`config.mk`:
```
export PLATFORM = sky130hd
export DESIGN_NAME = mem_port_arbiter
export DESIGN_NICKNAME = d
export VERILOG_FILES = /design/src/rtl/mem_port_arbiter_pkg.sv /design/src/rtl/mem_port_arbiter_starve.sv /design/src/rtl/mem_port_arbiter.sv
export SDC_FILE = /design/constraint.sdc
export NUM_CORES = 1
export LEC_CHECK = 0
export BUFFER_PORTS_ARGS = -buffer_cell sky130_fd_sc_hd__buf_2
export CORE_MARGIN = 1
export CORE_UTILIZATION = 30
export CTS_BUF_LIST = sky130_fd_sc_hd__clkbuf_16
export DETAILED_ROUTE_END_ITERATION = 8
export PLACE_DENSITY_LB_ADDON = 0.25
export SETUP_SLACK_MARGIN = 0.4
export SYNTH_ARGS = -nofsm -noshare
export SYNTH_HDL_FRONTEND = slang
export SYNTH_SLANG_ARGS = --single-unit
```
`constraint.sdc`:
```
create_clock -name clk -period 1.9 [get_ports clk]
set_clock_uncertainty 0.15 [all_clocks]
set_input_delay 0.57 -clock clk [delete_from_list [all_inputs] [get_ports clk]]
set_output_delay 0.57 -clock clk [all_outputs]
set_load 0.02 [all_outputs]
```
`src/rtl/mem_port_arbiter_pkg.sv`:
```
// Shared constants for the unified-memory port arbiter: FSM encoding,
// requester identifiers and the default datapath width.
package mem_port_arbiter_pkg;

    localparam int DATA_WIDTH_DEF = 32;

    localparam logic [1:0] IDLE     = 2'd0;
    localparam logic [1:0] BUSY_IF  = 2'd1;
    localparam logic [1:0] BUSY_MEM = 2'd2;
    localparam logic [1:0] RESP     = 2'd3;

    localparam logic REQ_IF  = 1'b0;
    localparam logic REQ_MEM = 1'b1;

endpackage

```
`src/rtl/mem_port_arbiter_starve.sv`:
```
// Starvation guard: counts MEM grants made while fetch waits and forces
// the next grant to fetch once the limit is reached.
module arb_starve_counter #(
    parameter int STARVE_LIMIT = 4
) (
    input  logic       clk,
    input  logic       reset,
    input  logic       if_req,
    input  logic       if_grant,
    input  logic       mem_grant,
    output logic       force_if,
    output logic [3:0] count
);

    localparam logic [3:0] LIMIT = 4'(STARVE_LIMIT);

    always_ff @(posedge clk or negedge reset) begin
        if (!reset) begin
            count <= 4'd0;
        end else if (if_grant) begin
            count <= 4'd0;
        end else if (mem_grant) begin
            // A MEM grant with nobody waiting resets the fairness history.
            if (!if_req)
                count <= 4'd0;
            else if (count != LIMIT)
                count <= count + 4'd1;
        end
    end

    assign force_if = if_req && (count == LIMIT);

endmodule

```
`src/rtl/mem_port_arbiter.sv`:
```
// Arbitrates a single-port memory between fetch and load/store, with
// data-over-fetch priority, a starvation guard and flush-based fetch kill.
module mem_port_arbiter
    import mem_port_arbiter_pkg::*;
#(
    parameter int DATA_WIDTH   = DATA_WIDTH_DEF,
    parameter int STARVE_LIMIT = 4
) (
    input  logic                  clk,
    input  logic                  reset,
    input  logic                  i_If_Req,
    input  logic [DATA_WIDTH-1:0] i_If_Addr,
    input  logic                  i_Flush,
    output logic [DATA_WIDTH-1:0] o_If_Rdata,
    output logic                  o_If_Valid,
    output logic                  o_If_Stall,
    input  logic                  i_Mem_Req,
    input  logic                  i_Mem_We,
    input  logic [DATA_WIDTH-1:0] i_Mem_Addr,
    input  logic [DATA_WIDTH-1:0] i_Mem_Wdata,
    output logic [DATA_WIDTH-1:0] o_Mem_Rdata,
    output logic                  o_Mem_Valid,
    output logic                  o_Mem_Stall,
    output logic                  o_Bus_Req,
    output logic                  o_Bus_We,
    output logic [DATA_WIDTH-1:0] o_Bus_Addr,
    output logic [DATA_WIDTH-1:0] o_Bus_Wdata,
    input  logic                  i_Bus_Ack,
    input  logic [DATA_WIDTH-1:0] i_Bus_Rdata,
    output logic [1:0]            dbg_state,
    output logic [3:0]            dbg_starve
);

    // Handshakes: requesters hold a level request (and its address/data)
    // until their one-cycle valid pulse; fetch may also abandon on flush.
    // The bus request is held with constant address/data until a one-cycle
    // ack, which carries read data in the same cycle.

    logic [1:0] state;
    logic       owner;
    logic       kill;
    logic       force_if;
    logic       mem_win;
    logic       if_win;
    logic       if_grant;
    logic       mem_grant;

    assign mem_win   = i_Mem_Req && !force_if;
    assign if_win    = i_If_Req && !i_Flush && !mem_win;
    assign mem_grant = (state == IDLE) && mem_win;
    assign if_grant  = (state == IDLE) && if_win;

    arb_starve_counter #(
        .STARVE_LIMIT(STARVE_LIMIT)
    ) u_starve (
        .clk      (clk),
        .reset    (reset),
        .if_req   (i_If_Req),
        .if_grant (if_grant),
        .mem_grant(mem_grant),
        .force_if (force_if),
        .count    (dbg_starve)
    );

    always_ff @(posedge clk or negedge reset) begin
        if (!reset) begin
            state       <= IDLE;
            owner       <= REQ_IF;
            kill        <= 1'b0;
            o_Bus_Req   <= 1'b0;
            o_Bus_We    <= 1'b0;
            o_Bus_Addr  <= '0;
            o_Bus_Wdata <= '0;
            o_If_Rdata  <= '0;
            o_If_Valid  <= 1'b0;
            o_Mem_Rdata <= '0;
            o_Mem_Valid <= 1'b0;
        end else begin
            case (state)
                IDLE: begin
                    kill <= 1'b0;
                    if (mem_win) begin
                        state       <= BUSY_MEM;
                        owner       <= REQ_MEM;
                        o_Bus_Req   <= 1'b1;
                        o_Bus_We    <= i_Mem_We;
                        o_Bus_Addr  <= i_Mem_Addr;
                        o_Bus_Wdata <= i_Mem_Wdata;
                    end else if (if_win) begin
                        state       <= BUSY_IF;
                        owner       <= REQ_IF;
                        o_Bus_Req   <= 1'b1;
                        o_Bus_We    <= 1'b0;
                        o_Bus_Addr  <= i_If_Addr;
                        o_Bus_Wdata <= '0;
                    end
                end
                BUSY_IF, BUSY_MEM: begin
                    if (state == BUSY_IF && i_Flush)
                        kill <= 1'b1;
                    if (i_Bus_Ack) begin
                        o_Bus_Req <= 1'b0;
                        state     <= RESP;
                        if (owner == REQ_IF) begin
                            o_If_Rdata <= i_Bus_Rdata;
                            // A flush in the ack cycle must also suppress the pulse.
                            o_If_Valid <= !(kill || i_Flush);
                        end else begin
                            o_Mem_Rdata <= i_Bus_Rdata;
                            o_Mem_Valid <= 1'b1;
                        end
                    end
                end
                RESP: begin
                    o_If_Valid  <= 1'b0;
                    o_Mem_Valid <= 1'b0;
                    kill        <= 1'b0;
                    state       <= IDLE;
                end
                default: state <= IDLE;
            endcase
        end
    end

    assign o_If_Stall  = i_If_Req && !o_If_Valid;
    assign o_Mem_Stall = i_Mem_Req && !o_Mem_Valid;
    assign dbg_state   = state;

endmodule
```
==> impl_metrics.ini <==
[outcome]
status = complete, no violations

[setup_path]
start_kind = flip-flop
critPathKind = flip-flop to flip-flop
critPathCaptureType = flip-flop
crit_arrival_ps = 1980
critPathMaxFanout = 5
crit_required_ps = 2040

[die]
chipWidth_um = 142.3
die-area_um2 = 20240
core_um2 = 19020
initial_core_util = 0.3104
die_y_um = 142.3
io_pins = 275
rows = 50

[worst_hold_path]
hold_class = input pin to flip-flop

[logic_synthesis]
synth_area_leaders = dfrtp_1 59%, mux2_2 12%, inv_1 6.5%
ys_seq_area_frac = 0.5935
syn-cell-area_um2 = 5903
synth_nets = 661
yosys_warnings = 0
synth-seq-cells = 140
synth_top_area_frac = 0.5935
synth_top_area_cell = dfrtp_1
synth_cell_types = 35
syn_area_per_cell_um2 = 11.35
syn_inst = 520

[grt]
grt_pass1_wl_um = 29730
grt_max_degree = 36
grt_overflow_total = 0
grt_pass1_vias = 5443
antenna_found_initial = 1
grtUsageTotal = 0.1949

[cts]
cts.clk_slew.worst_paths_ps = 60
h-tree-depth = 4
numCtsBuffers = 17
clock-root-buffer = clkbuf_16
cts_max_path_buffers = 2
clock-sinks = 140
cts_tree = yes
clock_latency_ps = 410

[detailed_routing]
num_vias = 5499
postRouteAntennaNets = 0
drt_first_iter_violations = 241
dr.pass1.iters = 6
finalWirelength_um = 21060
drt-vias-per-instance = 4.625
drcViolationCount = 0
wl_per_cell_um = 17.71

[timing]
hold_viol = 0
min_period_ps = 1837
setup_tns_ps = 0
tightest_slew_ps = 329.3
rsz0062_at_grt = true
setup_viol = 0
final_max_slew_viol_count = 0
finalCritPeriodShare = 0.9667
max_freq_mhz = 544.5
slew-limit-headroom = 0.7805

[layout]
postLayoutCellArea_um2 = 11350
final_common_cell = buf_6
final_net_count = 1056
area_growth_pct = 92.31
nFillCells = 1537
final_cell_mix = 160 x buf_6, 134 x dfrtp_1, 132 x buf_2, 98 x inv_1, 69 x buf_4
finalNonFillerCells = 1189
final_layout_size_suffix_gt1_frac = 0.6325
utilization = 0.5969

[placed_design]
gp_congestion = 0.7083
io_buffers = 274
placed_area_um2 = 7886
placed_cells = 1054
hpwlAfterDp_um = 11470

[power]
max-vdd-ir-drop_mv = 1.204
power.static_leakage_nw = 6.027
power_density_nw_per_um2 = 1878

[run]
cap_violations = 0
cells in the mapped netlist:
| library cell | instances |
|---|---|
| nor2_1 | 1 |
| nor2b_1 | 3 |
| o31ai_1 | 2 |
| o22ai_1 | 1 |
| and3_1 | 1 |
| clkbuf_1 | 9 |
| mux2_2 | 65 |
| nand3_1 | 4 |
| a222oi_1 | 32 |
| buf_2 | 15 |
| and2_1 | 1 |
| dfrtp_1 | 140 |
| nand4b_2 | 1 |
| a21oi_1 | 3 |
| o211ai_1 | 1 |
| mux2i_1 | 1 |
| nand3b_1 | 1 |
| o2bb2ai_1 | 2 |
| a21o_1 | 1 |
| buf_6 | 6 |
| nor2_4 | 1 |
| a31oi_1 | 1 |
| ha_1 | 6 |
| o21ai_0 | 36 |
| a31oi_2 | 1 |
| nand2_1 | 73 |
| a22oi_1 | 1 |
| inv_1 | 102 |
| xor2_1 | 1 |
| and3b_1 | 1 |
| a211oi_1 | 1 |
| a32o_1 | 1 |
| buf_4 | 1 |
| nor3_1 | 3 |
| o21a_1 | 1 |
layer usage:
metal  up-vias  routed length [um]  global-route usage
li1       2540                   -                   -
met1      2712                8074              0.2173
met2       235               10860              0.3437
met3        12                1909             0.08008
met4         0                 211             0.04697
met5         -                   0                   0
metrics by stage:
step | hold slack, ps | setup WS [ps] | power [mW]
after floorplan | 124.4 | -36.66 | 9.813
after global placement | 328.8 | -378.6 | 12.13
after detailed placement | 330.6 | -407.7 | 12.23
after CTS | 192.4 | 68.89 | 19.70
after global routing | 191.8 | -26.40 | 22.36
final | 206.6 | 63.35 | 21.31
registers in the layout (all words and copies together), names as in the netlist:
signal / flops
u_starve.count: 4
dbg_state: 2
o_Bus_Wdata: 32
o_Bus_Req: 1
o_If_Valid: 1
o_Mem_Rdata: 32
kill: 1
o_Bus_We: 1
o_If_Rdata: 32
o_Bus_Addr: 32
o_Mem_Valid: 1
owner: 1
worst paths after layout:
check                                  start              end  slack [ps]  cells after the start
max in group asynchronous              reset    o_Bus_Addr[5]         590                      3
max                        u_starve.count[0]   o_Bus_Addr[31]          60                      8
min in group asynchronous              reset   o_Bus_Wdata[5]         460                      2
max reg2reg                u_starve.count[0]   o_Bus_Addr[31]          60                      8
min                          i_Mem_Wdata[16]  o_Bus_Wdata[16]         210                      3
min reg2reg                  o_Bus_Wdata[18]  o_Bus_Wdata[18]         390                      2
worst max-delay path: stages, from the launching register on:
cell and delay [ps]:
dfrtp_2 420, inv_2 70, ha_4 140, nand4b_4 90, buf_6 130, buf_12 110
and3_4 200, buf_16 150, a222oi_1 240
cells by family (layout without fill, tap and decap cells):
family / Yosys count / after routing / share of synthesized area
multiplexers: 66 / 66 / 0.1257
AND/OR/NAND/NOR: 90 / 92 / 0.06549
XOR/XNOR: 1 / 1 / 0.001484
flip-flops: 140 / 140 / 0.5935
adder cells (fa/ha/maj): 6 / 6 / 0.01272
AO/OA/AOI/OAI: 84 / 84 / 0.1051
other: 0 / 1 / 0
buffers and inverters: 133 / 539 / 0.09601
where the power goes:
group | internal [mW] | switching [mW] | total [mW] | leakage [nW]
Sequential | 4.43 | 1.10 | 5.53 | 1.65
Combinational | 7.08 | 5.23 | 12.3 | 4.08
Clock | 2.09 | 1.37 | 3.47 | 0.299
timing repair:
| item | CTS | global route |
|---|---|---|
| hold endpoints to repair | 24 | 0 |
| pin swaps | 15 | 37 |
| gates resized for setup | 371 | 104 |
| setup buffers | 39 | 36 |
| setup endpoints to repair | 279 | 280 |
| hold buffers | 1 | 0 |
| cloned | 17 | 9 |
area by class of cell:
class,instances,area [um^2],area share
Timing Repair Buffer,405,3984,0.3509
Sequential cell,140,3511,0.3093
Multi-Input combinational cell,249,2532,0.2231
Clock buffer,17,425.4,0.03747
Inverter,102,387.9,0.03417
Tap cell,260,325.3,0.02866
Clock inverter,15,183.9,0.01620
Antenna cell,1,2.502,0.0002204
No activity file was read; power rests on OpenSTA's default activity.
